==> config.mk <==
export PLATFORM = sky130hd
export DESIGN_NAME = divide_issue_control
export DESIGN_NICKNAME = d
export VERILOG_FILES = /design/src/rtl/divide_issue_control.sv
export SDC_FILE = /design/constraint.sdc
export NUM_CORES = 1
export LEC_CHECK = 0
export BUFFER_PORTS_ARGS = -buffer_cell sky130_fd_sc_hd__buf_2
export CELL_PAD_IN_SITES_DETAIL_PLACEMENT = 0
export CELL_PAD_IN_SITES_GLOBAL_PLACEMENT = 1
export CORE_AREA = 2 2 118 120
export DETAILED_ROUTE_END_ITERATION = 10
export DIE_AREA = 0 0 120 122
export PLACE_DENSITY = 0.8
export SLEW_MARGIN = 30
export SYNTH_ARGS = -nofsm -noshare
export SYNTH_HDL_FRONTEND = slang
export SYNTH_SLANG_ARGS = --single-unit
export TNS_END_PERCENT = 20
==> constraint.sdc <==
create_clock -name clock -period 4.1 [get_ports clock]
set_input_delay 0.205 -clock clock [delete_from_list [all_inputs] [get_ports clock]]
set_output_delay 0.205 -clock clock [all_outputs]
set_load 0.05 [all_outputs]
==> src/rtl/divide_issue_control.sv <==
// ---------------------------------------------------------------------------
// divide_issue_control
//
// Purpose:
//   This block issues DIV/DIVU operations from the EX stage to a multi-cycle
//   divider. It holds the pipeline while the divide is in flight and commits
//   the quotient/remainder into the architectural LO/HI registers. It also
//   handles MTHI/MTLO writes.
//
//   The divider cannot be aborted. A pipeline flush during a divide therefore
//   moves the control into DRAIN, where the result is waited for and then
//   thrown away. The divider latency is not assumed; WAIT and DRAIN simply
//   sit until divide_result_valid arrives.
//
// Ports:
//   clock, reset               core clock; synchronous active-high reset
//   op_valid, op_signed        DIV/DIVU present in EX; signed select
//   op_src1, op_src2           dividend, divisor
//   flush                      pipeline flush; cancels the in-flight divide
//   mthi_valid, mtlo_valid     MTHI / MTLO write strobes
//   mt_data                    MTHI / MTLO write data
//   hi, lo                     committed HI / LO registers
//   stall                      holds EX and the younger stages
//   divide_request_valid       one-cycle request strobe to the divider
//   is_signed_input            signed select to the divider
//   input1, input2             dividend / divisor to the divider
//   divide_result_valid        divider response strobe
//   divide_result              quotient  (to LO)
//   divide_remain              remainder (to HI)
// ---------------------------------------------------------------------------
module divide_issue_control #(
  parameter int CPU_DATA_WIDTH = 32
) (
  input  logic                      clock,
  input  logic                      reset,
  input  logic                      op_valid,
  input  logic                      op_signed,
  input  logic [CPU_DATA_WIDTH-1:0] op_src1,
  input  logic [CPU_DATA_WIDTH-1:0] op_src2,
  input  logic                      flush,
  input  logic                      mthi_valid,
  input  logic                      mtlo_valid,
  input  logic [CPU_DATA_WIDTH-1:0] mt_data,
  output logic [CPU_DATA_WIDTH-1:0] hi,
  output logic [CPU_DATA_WIDTH-1:0] lo,
  output logic                      stall,
  output logic                      divide_request_valid,
  output logic                      is_signed_input,
  output logic [CPU_DATA_WIDTH-1:0] input1,
  output logic [CPU_DATA_WIDTH-1:0] input2,
  input  logic                      divide_result_valid,
  input  logic [CPU_DATA_WIDTH-1:0] divide_result,
  input  logic [CPU_DATA_WIDTH-1:0] divide_remain
);

  typedef enum logic [1:0] {
    IDLE  = 2'd0,
    WAIT  = 2'd1,
    DONE  = 2'd2,
    DRAIN = 2'd3
  } state_t;

  state_t                      r_state;
  state_t                      w_state_next;
  logic [CPU_DATA_WIDTH-1:0]   r_hi;
  logic [CPU_DATA_WIDTH-1:0]   r_lo;
  logic                        w_stall;
  logic                        w_request;
  logic                        w_commit;
  logic                        w_mt_allowed;

  // The request operands are passed straight through. The divider only
  // samples them in the cycle where divide_request_valid is high.
  assign input1          = op_src1;
  assign input2          = op_src2;
  assign is_signed_input = op_signed;

  always_comb begin
    w_state_next = r_state;
    w_stall      = 1'b0;
    w_request    = 1'b0;
    w_commit     = 1'b0;
    w_mt_allowed = 1'b0;

    case (r_state)
      IDLE: begin
        w_mt_allowed = 1'b1;
        if (op_valid && !flush) begin
          w_request    = 1'b1;
          w_stall      = 1'b1;
          w_state_next = WAIT;
        end
      end

      WAIT: begin
        w_stall = 1'b1;
        // A flush takes priority over a result arriving in the same cycle.
        // The result belongs to the cancelled instruction.
        if (flush) begin
          w_state_next = DRAIN;
        end else if (divide_result_valid) begin
          w_commit     = 1'b1;
          w_state_next = DONE;
        end
      end

      DONE: begin
        // The DIV is still in EX (op_valid stays high). Release the stall
        // for one cycle so it leaves EX, and do not re-issue it.
        w_mt_allowed = 1'b1;
        w_state_next = IDLE;
      end

      DRAIN: begin
        // A new DIV must wait until the busy divider has delivered its
        // discarded result.
        w_mt_allowed = 1'b1;
        w_stall      = op_valid;
        if (divide_result_valid) begin
          w_state_next = IDLE;
        end
      end

      default: begin
        w_state_next = IDLE;
      end
    endcase

    if (flush) begin
      w_mt_allowed = 1'b0;
    end

    // While reset is held, present a quiet interface regardless of state.
    if (reset) begin
      w_stall      = 1'b0;
      w_request    = 1'b0;
      w_commit     = 1'b0;
      w_mt_allowed = 1'b0;
      w_state_next = IDLE;
    end
  end

  always_ff @(posedge clock) begin
    if (reset) begin
      r_state <= IDLE;
      r_hi    <= '0;
      r_lo    <= '0;
    end else begin
      r_state <= w_state_next;
      if (w_commit) begin
        r_lo <= divide_result;
        r_hi <= divide_remain;
      end else begin
        if (w_mt_allowed && mthi_valid) begin
          r_hi <= mt_data;
        end
        if (w_mt_allowed && mtlo_valid) begin
          r_lo <= mt_data;
        end
      end
    end
  end

  assign hi                   = r_hi;
  assign lo                   = r_lo;
  assign stall                = w_stall;
  assign divide_request_valid = w_request;

endmodule

; Yosys cells after proc, flatten, opt, wreduce, memory -nomap -nowiden
; Index checks and enable logic that the tools add are counted.
[totals]
out_inout_bits = 131
inputBits = 168
regBits = 66
[op_classes]
n_eq_ne = 6
n_reduce_logical = 9
muxes = 21
[ops]
columns = cell, n
row1 = $mux W32, 4
row2 = $mux W1, 11
row3 = $mux W2, 4
row4 = $pmux W2 S4, 1
row5 = $eq A2 B2 Y1 const B, 2
row6 = $ne A2 B2 Y1 const B, 2
row7 = $reduce_bool A2 Y1, 2
row8 = $logic_and A1 B1 Y1, 3
row9 = $ne A3 B3 Y1 const B, 1
row10 = $pmux W1 S3, 1
row11 = $reduce_and A3 Y1, 1
row12 = $reduce_or A3 Y1, 1
row13 = $eq A2 B1 Y1 const B, 1
row14 = $logic_not A2 Y1, 1
row15 = $logic_not A1 Y1, 1

; Logic depth before layout (Yosys ltp)
; Gate-level depths: netlist of the first run.
[depth]
ltp_word = 8
mapped_depth = 6
ltp_nobuf = 4

; Worst setup path after synthesis of the first run
; Ideal clock, no wire load.
[synth_path]
path_kind = input to output
from = in reset
to = out stall
stages = 3
required_ns = 3.895
arrival_time_ns = 1.411
slack_ns = 2.484
path_cell_list = clkbuf_1 clkbuf_1 a21oi_1
[synth_via]
elab_chain_len = 1
[synth_rtl]
columns = element, line
row1 = "start, declared", 35  ; input logic reset,
row2 = $mux W1, 134  ; if (reset) begin
row3 = "end, declared", 46  ; output logic stall,
; No other way between the ends.

; Worst setup path after layout of the first run
[layout_path]
from = in reset
to = reg r_hi[4], in the netlist hi[4]
[layout_via]
elab_chain_len = 3
word_cells_on_any_way = 5
[layout_rtl]
columns = element, line
row1 = $mux W1, 134
row2 = $logic_and A1 B1 Y1, 154  ; if (w_mt_allowed && mthi_valid) begin
row3 = $reduce_bool A2 Y1 (no source line), n/a
row4 = "end signal, assigned", 152  ; r_hi <= divide_remain;
row5 = "end signal, assigned", 155  ; r_hi <= mt_data;
row6 = "end, declared", 65  ; logic [CPU_DATA_WIDTH-1:0] r_hi;
; Parallel ways exist; a longest one is shown, timed or not.
; A chain may end at the register's enable or synchronous reset.

==> results.yml, run 1 <==
die:
  core_area_um2: 13500
  die_w_um: 120
  rows: 43
  boundaryPins: 299
  die_area_um2: 14640
  dieHeight_um: 122
  initial_utilization: 0.2454
clocking:
  ctsRootBufferMaster: "sky130_fd_sc_hd__clkbuf_16"
  htree_num_levels: 3
  cts-hold-fix-buffers: 0
  cts_post_setup_buffers_inserted: 0
  cts_tree: "built"
  clockBufferDepth: 2
  clock-sinks: 66
  clk_transition_reported_paths_ns: 0.06
  insertion_delay_of_the_later_clocked_pin_in_the_worst_skew_pair_ns: 0.33
  count_of_cells_resized_by_post_cts_repair: 0
  cts-buffers-inserted: 9
drt:
  avgRoutedWirePerCell_um: 15.54
  route.antenna.remaining_nets: 0
  total_wirelength_um: 10100
  routed-via-count: 3029
  drt-initial-drc-count: 93
  vias_per_cell: 4.660
  drt_first_pass_iters: 4
  drc: 0
cells_and_area:
  register_area_um2: 1321
  layout-drive-gt1-share: 0.4106
  final_nets: 633
  highest_count_cells_in_the_layout_ignoring_fill_and_taps: "sky130_fd_sc_hd__buf_2 (168), sky130_fd_sc_hd__dfxtp_1 (66), sky130_fd_sc_hd__nor2_1 (36)"
  fillerInstances: 1470
  syn2layout_area_growth_pct: 24.73
  multi_input_comb_area_um2: 1323
  most_common_library_cell_in_the_layout_ignoring_fill_and_taps: "sky130_fd_sc_hd__buf_2"
  antenna-diode-count: 0
place:
  routabilityCongestion: 0.7518
  detailedPlacementHpwl_um: 7145
  port-buffer-count: 168
  place_ws_ns: 1.558
grt:
  gr-usage-all-layers: 0.1366
  pin_count_of_the_biggest_net_entering_global_routing: 64
  grt_pass1_wl_um: 15660
  via_count_of_the_first_global_routing_pass: 3049
  number_of_antenna_violations_at_the_first_check_in_global_routing: 0
  grt-ovfl-total: 0
sta:
  timing.setup.tns_ns: 0
  final_max_tran_viols: 0
  setup_ws_ns: 1.957
  rsz_0062_raised_after_global_routing: "no"
  setup_viol: 0
  tightest_slew_ns: 0.8611
  min_period_over_period: 0.5227
  hold_violations: 0
  timing.fmax_mhz: 466.6
  post_layout_min_period_ns: 2.143
  final.setup_skew_ns: 0.007457
  max-slew-margin-rel: 0.4259
setup_path:
  startpoint_type: "input port"
  timing_worst_setup_path_type: "input port to register"
  critical_path_arrival_ns: 2.37
  critPathSlowestCell: "sky130_fd_sc_hd__buf_2"
  crit_fanout: 38
  worst-endpoint-required_ns: 4.32
  crit_path_end_kind: "register"
  worstPathBufferInverterCount: 2
  cell_by_cell_trace_of_the_critical_path: "buf_2 -> nor2_1 -> and3_1 -> buf_4 -> a22o_1 -> a21o_1"
  critPathTopFamily: "buffers and inverters"
  critical_path.max_stage_delay_ns: 0.65
synthesis:
  yosys.area_share.simple: 0.09589
  yosys.area_share.xor_xnor: 0
  synth-warning-count: 0
  adder_and_majority_cell_fraction_of_the_synthesized_area: 0
  post_synth.cell_area_avg_um2: 8.838
  synth_top_cells_by_area: "sky130_fd_sc_hd__dfxtp_1 (40%), sky130_fd_sc_hd__buf_4 (17%), sky130_fd_sc_hd__a22o_1 (8.2%)"
  synth_seq_area_share: 0.3986
  synth.area.mux_share: 0.009438
  synth_top_family_by_area: "compound AO/OA/AOI/OAI gates"
  post_synth_num_cell_types: 24
  yosys_register_bits: 66
  postSynthNetCount: 543
  post_synth_inst_count: 375
  yosysTopAreaCellShare: 0.3986
  syn_area_um2: 3314
  synth-compound-area-share: 0.2907
  synth_top_area_cell: "sky130_fd_sc_hd__dfxtp_1"
run_status:
  status: "finished, final reports clean"
power_and_ir_drop:
  largest_vdd_supply_drop_mv: 0.1566
  total_leakage_power_nw: 2.145
  cellPowerDensity_nw_per_um2: 475.3
flow_run:
  max_cap_violations: 0
hold_path:
  holdCritPathClass: "input port to register"
## Yosys cell counts
library cell and number:
sky130_fd_sc_hd__a2111oi_0 1, sky130_fd_sc_hd__a211oi_1 32, sky130_fd_sc_hd__a211oi_2 1, sky130_fd_sc_hd__a21o_1 31, sky130_fd_sc_hd__a21oi_1 33, sky130_fd_sc_hd__a21oi_4 1, sky130_fd_sc_hd__a22o_1 31, sky130_fd_sc_hd__and3_1 4
sky130_fd_sc_hd__buf_2 4, sky130_fd_sc_hd__buf_4 73, sky130_fd_sc_hd__buf_6 6, sky130_fd_sc_hd__clkbuf_1 10, sky130_fd_sc_hd__dfxtp_1 66, sky130_fd_sc_hd__inv_1 2, sky130_fd_sc_hd__mux2_2 1, sky130_fd_sc_hd__mux2i_1 2
sky130_fd_sc_hd__nand2_1 33, sky130_fd_sc_hd__nand2b_1 1, sky130_fd_sc_hd__nand3_1 2, sky130_fd_sc_hd__nor2_1 36, sky130_fd_sc_hd__nor2b_1 2, sky130_fd_sc_hd__nor3_1 1, sky130_fd_sc_hd__o21bai_1 1, sky130_fd_sc_hd__o22a_1 1
## registers in the layout (all words and copies together), names as in the netlist
name     flops
lo          32
hi          32
r_state      2
## worst paths after layout
path	slack [ns]	cells past startpoint	end	from
worst max-delay path	1.96	6	hi[4]$_SDFFE_PP0P_	reset
worst min-delay path	0.16	3	lo[28]$_SDFFE_PP0P_	divide_result[28]
worst max register to register	2.09	5	hi[4]$_SDFFE_PP0P_	r_state[1]$_SDFFE_PP0P_
worst min register to register	0.45	1	hi[18]$_SDFFE_PP0P_	hi[18]$_SDFFE_PP0P_
## per-stage QoR
step	utilization	cell area (µm²)	hold slack, ns	power (mW)	cells
floorplan	-	3314	0.3224	1.096	375
global placement	0.2767	3736	0.4103	1.030	633
detailed placement	0.2769	3740	0.4103	1.035	633
CTS	0.3041	4106	0.1455	1.993	649
global route	0.3061	4134	0.1460	2.052	650
finish	0.3061	4134	0.1634	1.965	650
## power by group
part / switching (mW) / internal, mW / leakage [nW] / total (mW)
Combinational: 0.222 / 0.104 / 1.43 / 0.326
Sequential: 0.0196 / 0.678 / 0.538 / 0.698
Clock: 0.287 / 0.655 / 0.176 / 0.942
Total: 0.528 / 1.44 / 2.14 / 1.97
## tightest hold or removal path, delay by kind of cell
kind                   cells  cell delay (ns)
buffers and inverters      1             0.10
AND/OR/NAND/NOR            1             0.09
AO/OA/AOI/OAI              1             0.05
## final cells by class
class	instances	share of cell area
Tap cell	180	0.05448
Timing Repair Buffer	172	0.2155
Sequential cell	66	0.3196
Inverter	2	0.001816
Clock inverter	7	0.03420
Clock buffer	9	0.05448
Multi-Input combinational cell	214	0.3199
## metal layers
metal	share of wire	vias up	global-route usage
li1	-	1428	-
met1	0.43	1420	0.1650
met2	0.47	149	0.2177
met3	0.079	32	0.04541
met4	0.030	0	0.06765
met5	0	-	0
## cells by family after synthesis
| kind of cell | Yosys count |
|---|---|
| muxes | 3 |
| AOI/OAI and AO/OA | 132 |
| and+or+nand+nor | 79 |
| DFF | 66 |
| buffers and inverters | 95 |
No activity file was read; power rests on OpenSTA's default activity.
==> run 2, diff against run 1 <==
- CORE_AREA: 2 2 118 120 -> not set
- CORE_ASPECT_RATIO: not set -> 2
- CORE_UTILIZATION: not set -> 22
- DIE_AREA: 0 0 120 122 -> not set
- PLACE_DENSITY: 0.8 -> 0.74
- clock period: 4.1 -> 1.9 ns (I/O delays scaled with it)
==> run 2 against run 1 <==
Against the previous run: final cell count grew 3.7%; critical endpoint is now hi[14]$_SDFFE_PP0P_; clock skew is essentially flat; highest routed layer unchanged; sequential share of layout area shrank 0.38 points.
==> results.yml, run 2 (synthesis gave the netlist of run 1 again) <==
cells_and_area:
  post-route-cell-area_um2: 4184
  final_core_util: 0.2838
  most_common_library_cell_in_the_layout_ignoring_fill_and_taps: "sky130_fd_sc_hd__buf_2"
  antenna-diode-count: 0
  layout-drive-gt1-share: 0.4217
  highest_count_cells_in_the_layout_ignoring_fill_and_taps: "sky130_fd_sc_hd__buf_2 (168), sky130_fd_sc_hd__dfxtp_1 (66), sky130_fd_sc_hd__nor2_1 (36)"
  final_nets: 642
  syn2layout_area_growth_pct: 26.24
  fillerInstances: 1595
sta:
  tightest_slew_ns: 0.5385
  timing.setup.tns_ns: 0
  timing.fmax_mhz: 624.9
  setup_viol: 0
  final.setup_skew_ns: 0.007522
  hold_violations: 0
  whs_ns: 0.04553
  max-slew-margin-rel: 0.6410
  final_max_tran_viols: 0
  post_layout_min_period_ns: 1.600
  rsz_0062_raised_after_global_routing: "no"
  min_period_over_period: 0.8423
setup_path:
  worst-endpoint-required_ns: 2.17
  startpoint_type: "register"
  timing_worst_setup_path_type: "register to register"
  timing.reg2reg.setup_slack_ns: 0.30
  crit_fanout: 15
  crit_path_end_kind: "register"
  critical_path_arrival_ns: 1.87
grt:
  pin_count_of_the_biggest_net_entering_global_routing: 38
  number_of_antenna_violations_at_the_first_check_in_global_routing: 0
  gr-usage-all-layers: 0.1438
  grt-ovfl-total: 0
  grt_pass1_wl_um: 16280
  via_count_of_the_first_global_routing_pass: 3211
clocking:
  ctsRootBufferMaster: "sky130_fd_sc_hd__clkbuf_16"
  count_of_cells_resized_by_post_cts_repair: 0
  clk_transition_reported_paths_ns: 0.06
  cts_tree: "built"
  insertion_delay_of_the_later_clocked_pin_in_the_worst_skew_pair_ns: 0.33
  cts-buffers-inserted: 9
  cts-hold-fix-buffers: 0
  clockBufferDepth: 2
  cts_post_setup_buffers_inserted: 0
  clock-sinks: 66
  htree_num_levels: 3
drt:
  drc: 0
  avgRoutedWirePerCell_um: 16.62
  route.antenna.remaining_nets: 0
  vias_per_cell: 4.604
  drt-initial-drc-count: 69
  drt_first_pass_iters: 4
  total_wirelength_um: 11200
  routed-via-count: 3103
die:
  boundaryPins: 299
  rows: 63
  dieHeight_um: 175.6
  core_area_um2: 14740
  die_area_um2: 15590
  die_w_um: 88.79
  initial_utilization: 0.2249
run_status:
  status: "finished, final reports clean"
place:
  routabilityCongestion: 0.7816
  post_dp_area_um2: 3855
  detailedPlacementHpwl_um: 8414
  port-buffer-count: 168
power_and_ir_drop:
  p_total_mw: 4.041
  largest_vdd_supply_drop_mv: 0.3728
  cellPowerDensity_nw_per_um2: 965.9
  total_leakage_power_nw: 2.171
flow_run:
  max_cap_violations: 0
hold_path:
  holdCritPathClass: "input port to register"
[run 2: worst paths after layout]
check,endpoint,cells after the start,startpoint
hold / removal,lo[28]$_SDFFE_PP0P_,3,divide_result[28]
hold reg to reg,hi[8]$_SDFFE_PP0P_,1,hi[8]$_SDFFE_PP0P_
setup / recovery,hi[14]$_SDFFE_PP0P_,5,r_state[1]$_SDFFE_PP0P_
setup reg to reg,hi[14]$_SDFFE_PP0P_,5,r_state[1]$_SDFFE_PP0P_
[run 2: area by class of cell]
class	instances	area, µm²	share of cell area
clock buffer	10	239.0	0.05712
clock inverter	6	90.09	0.02153
inverter	2	7.507	0.001794
multi-input combinational	214	1319	0.3152
sequential	66	1321	0.3158
tap	195	244.0	0.05831
timing repair buffer	181	963.4	0.2303
[run 2: metrics by stage]
| step | worst slack (ns) | std cells |
|---|---|---|
| after floorplan | 0.4736 | 375 |
| after global placement | 0.3698 | 658 |
| after detailed placement | 0.3187 | 658 |
| after CTS | 0.2941 | 674 |
| after global routing | 0.1522 | 674 |
| final | 0.2996 | 674 |
[run 2: worst max-delay path, cell delays in order (launching register included)]
cell	delay [ns]
sky130_fd_sc_hd__dfxtp_1	0.43
sky130_fd_sc_hd__nand2b_1	0.20
sky130_fd_sc_hd__mux2_2	0.37
sky130_fd_sc_hd__a21oi_4	0.15
sky130_fd_sc_hd__buf_4	0.24
sky130_fd_sc_hd__a21o_1	0.15
[run 2: power breakdown]
part           switching, mW  internal, mW
Combinational          0.490         0.227
Clock                  0.633          1.19
Sequential            0.0419          1.46
Total                   1.17          2.88
[run 2: metal layers]
metal | track usage | part of all wire
met3 | 0.02914 | 0.062
met2 | 0.2587 | 0.52
met5 | 0 | 0
met1 | 0.1345 | 0.35
met4 | 0.1163 | 0.069
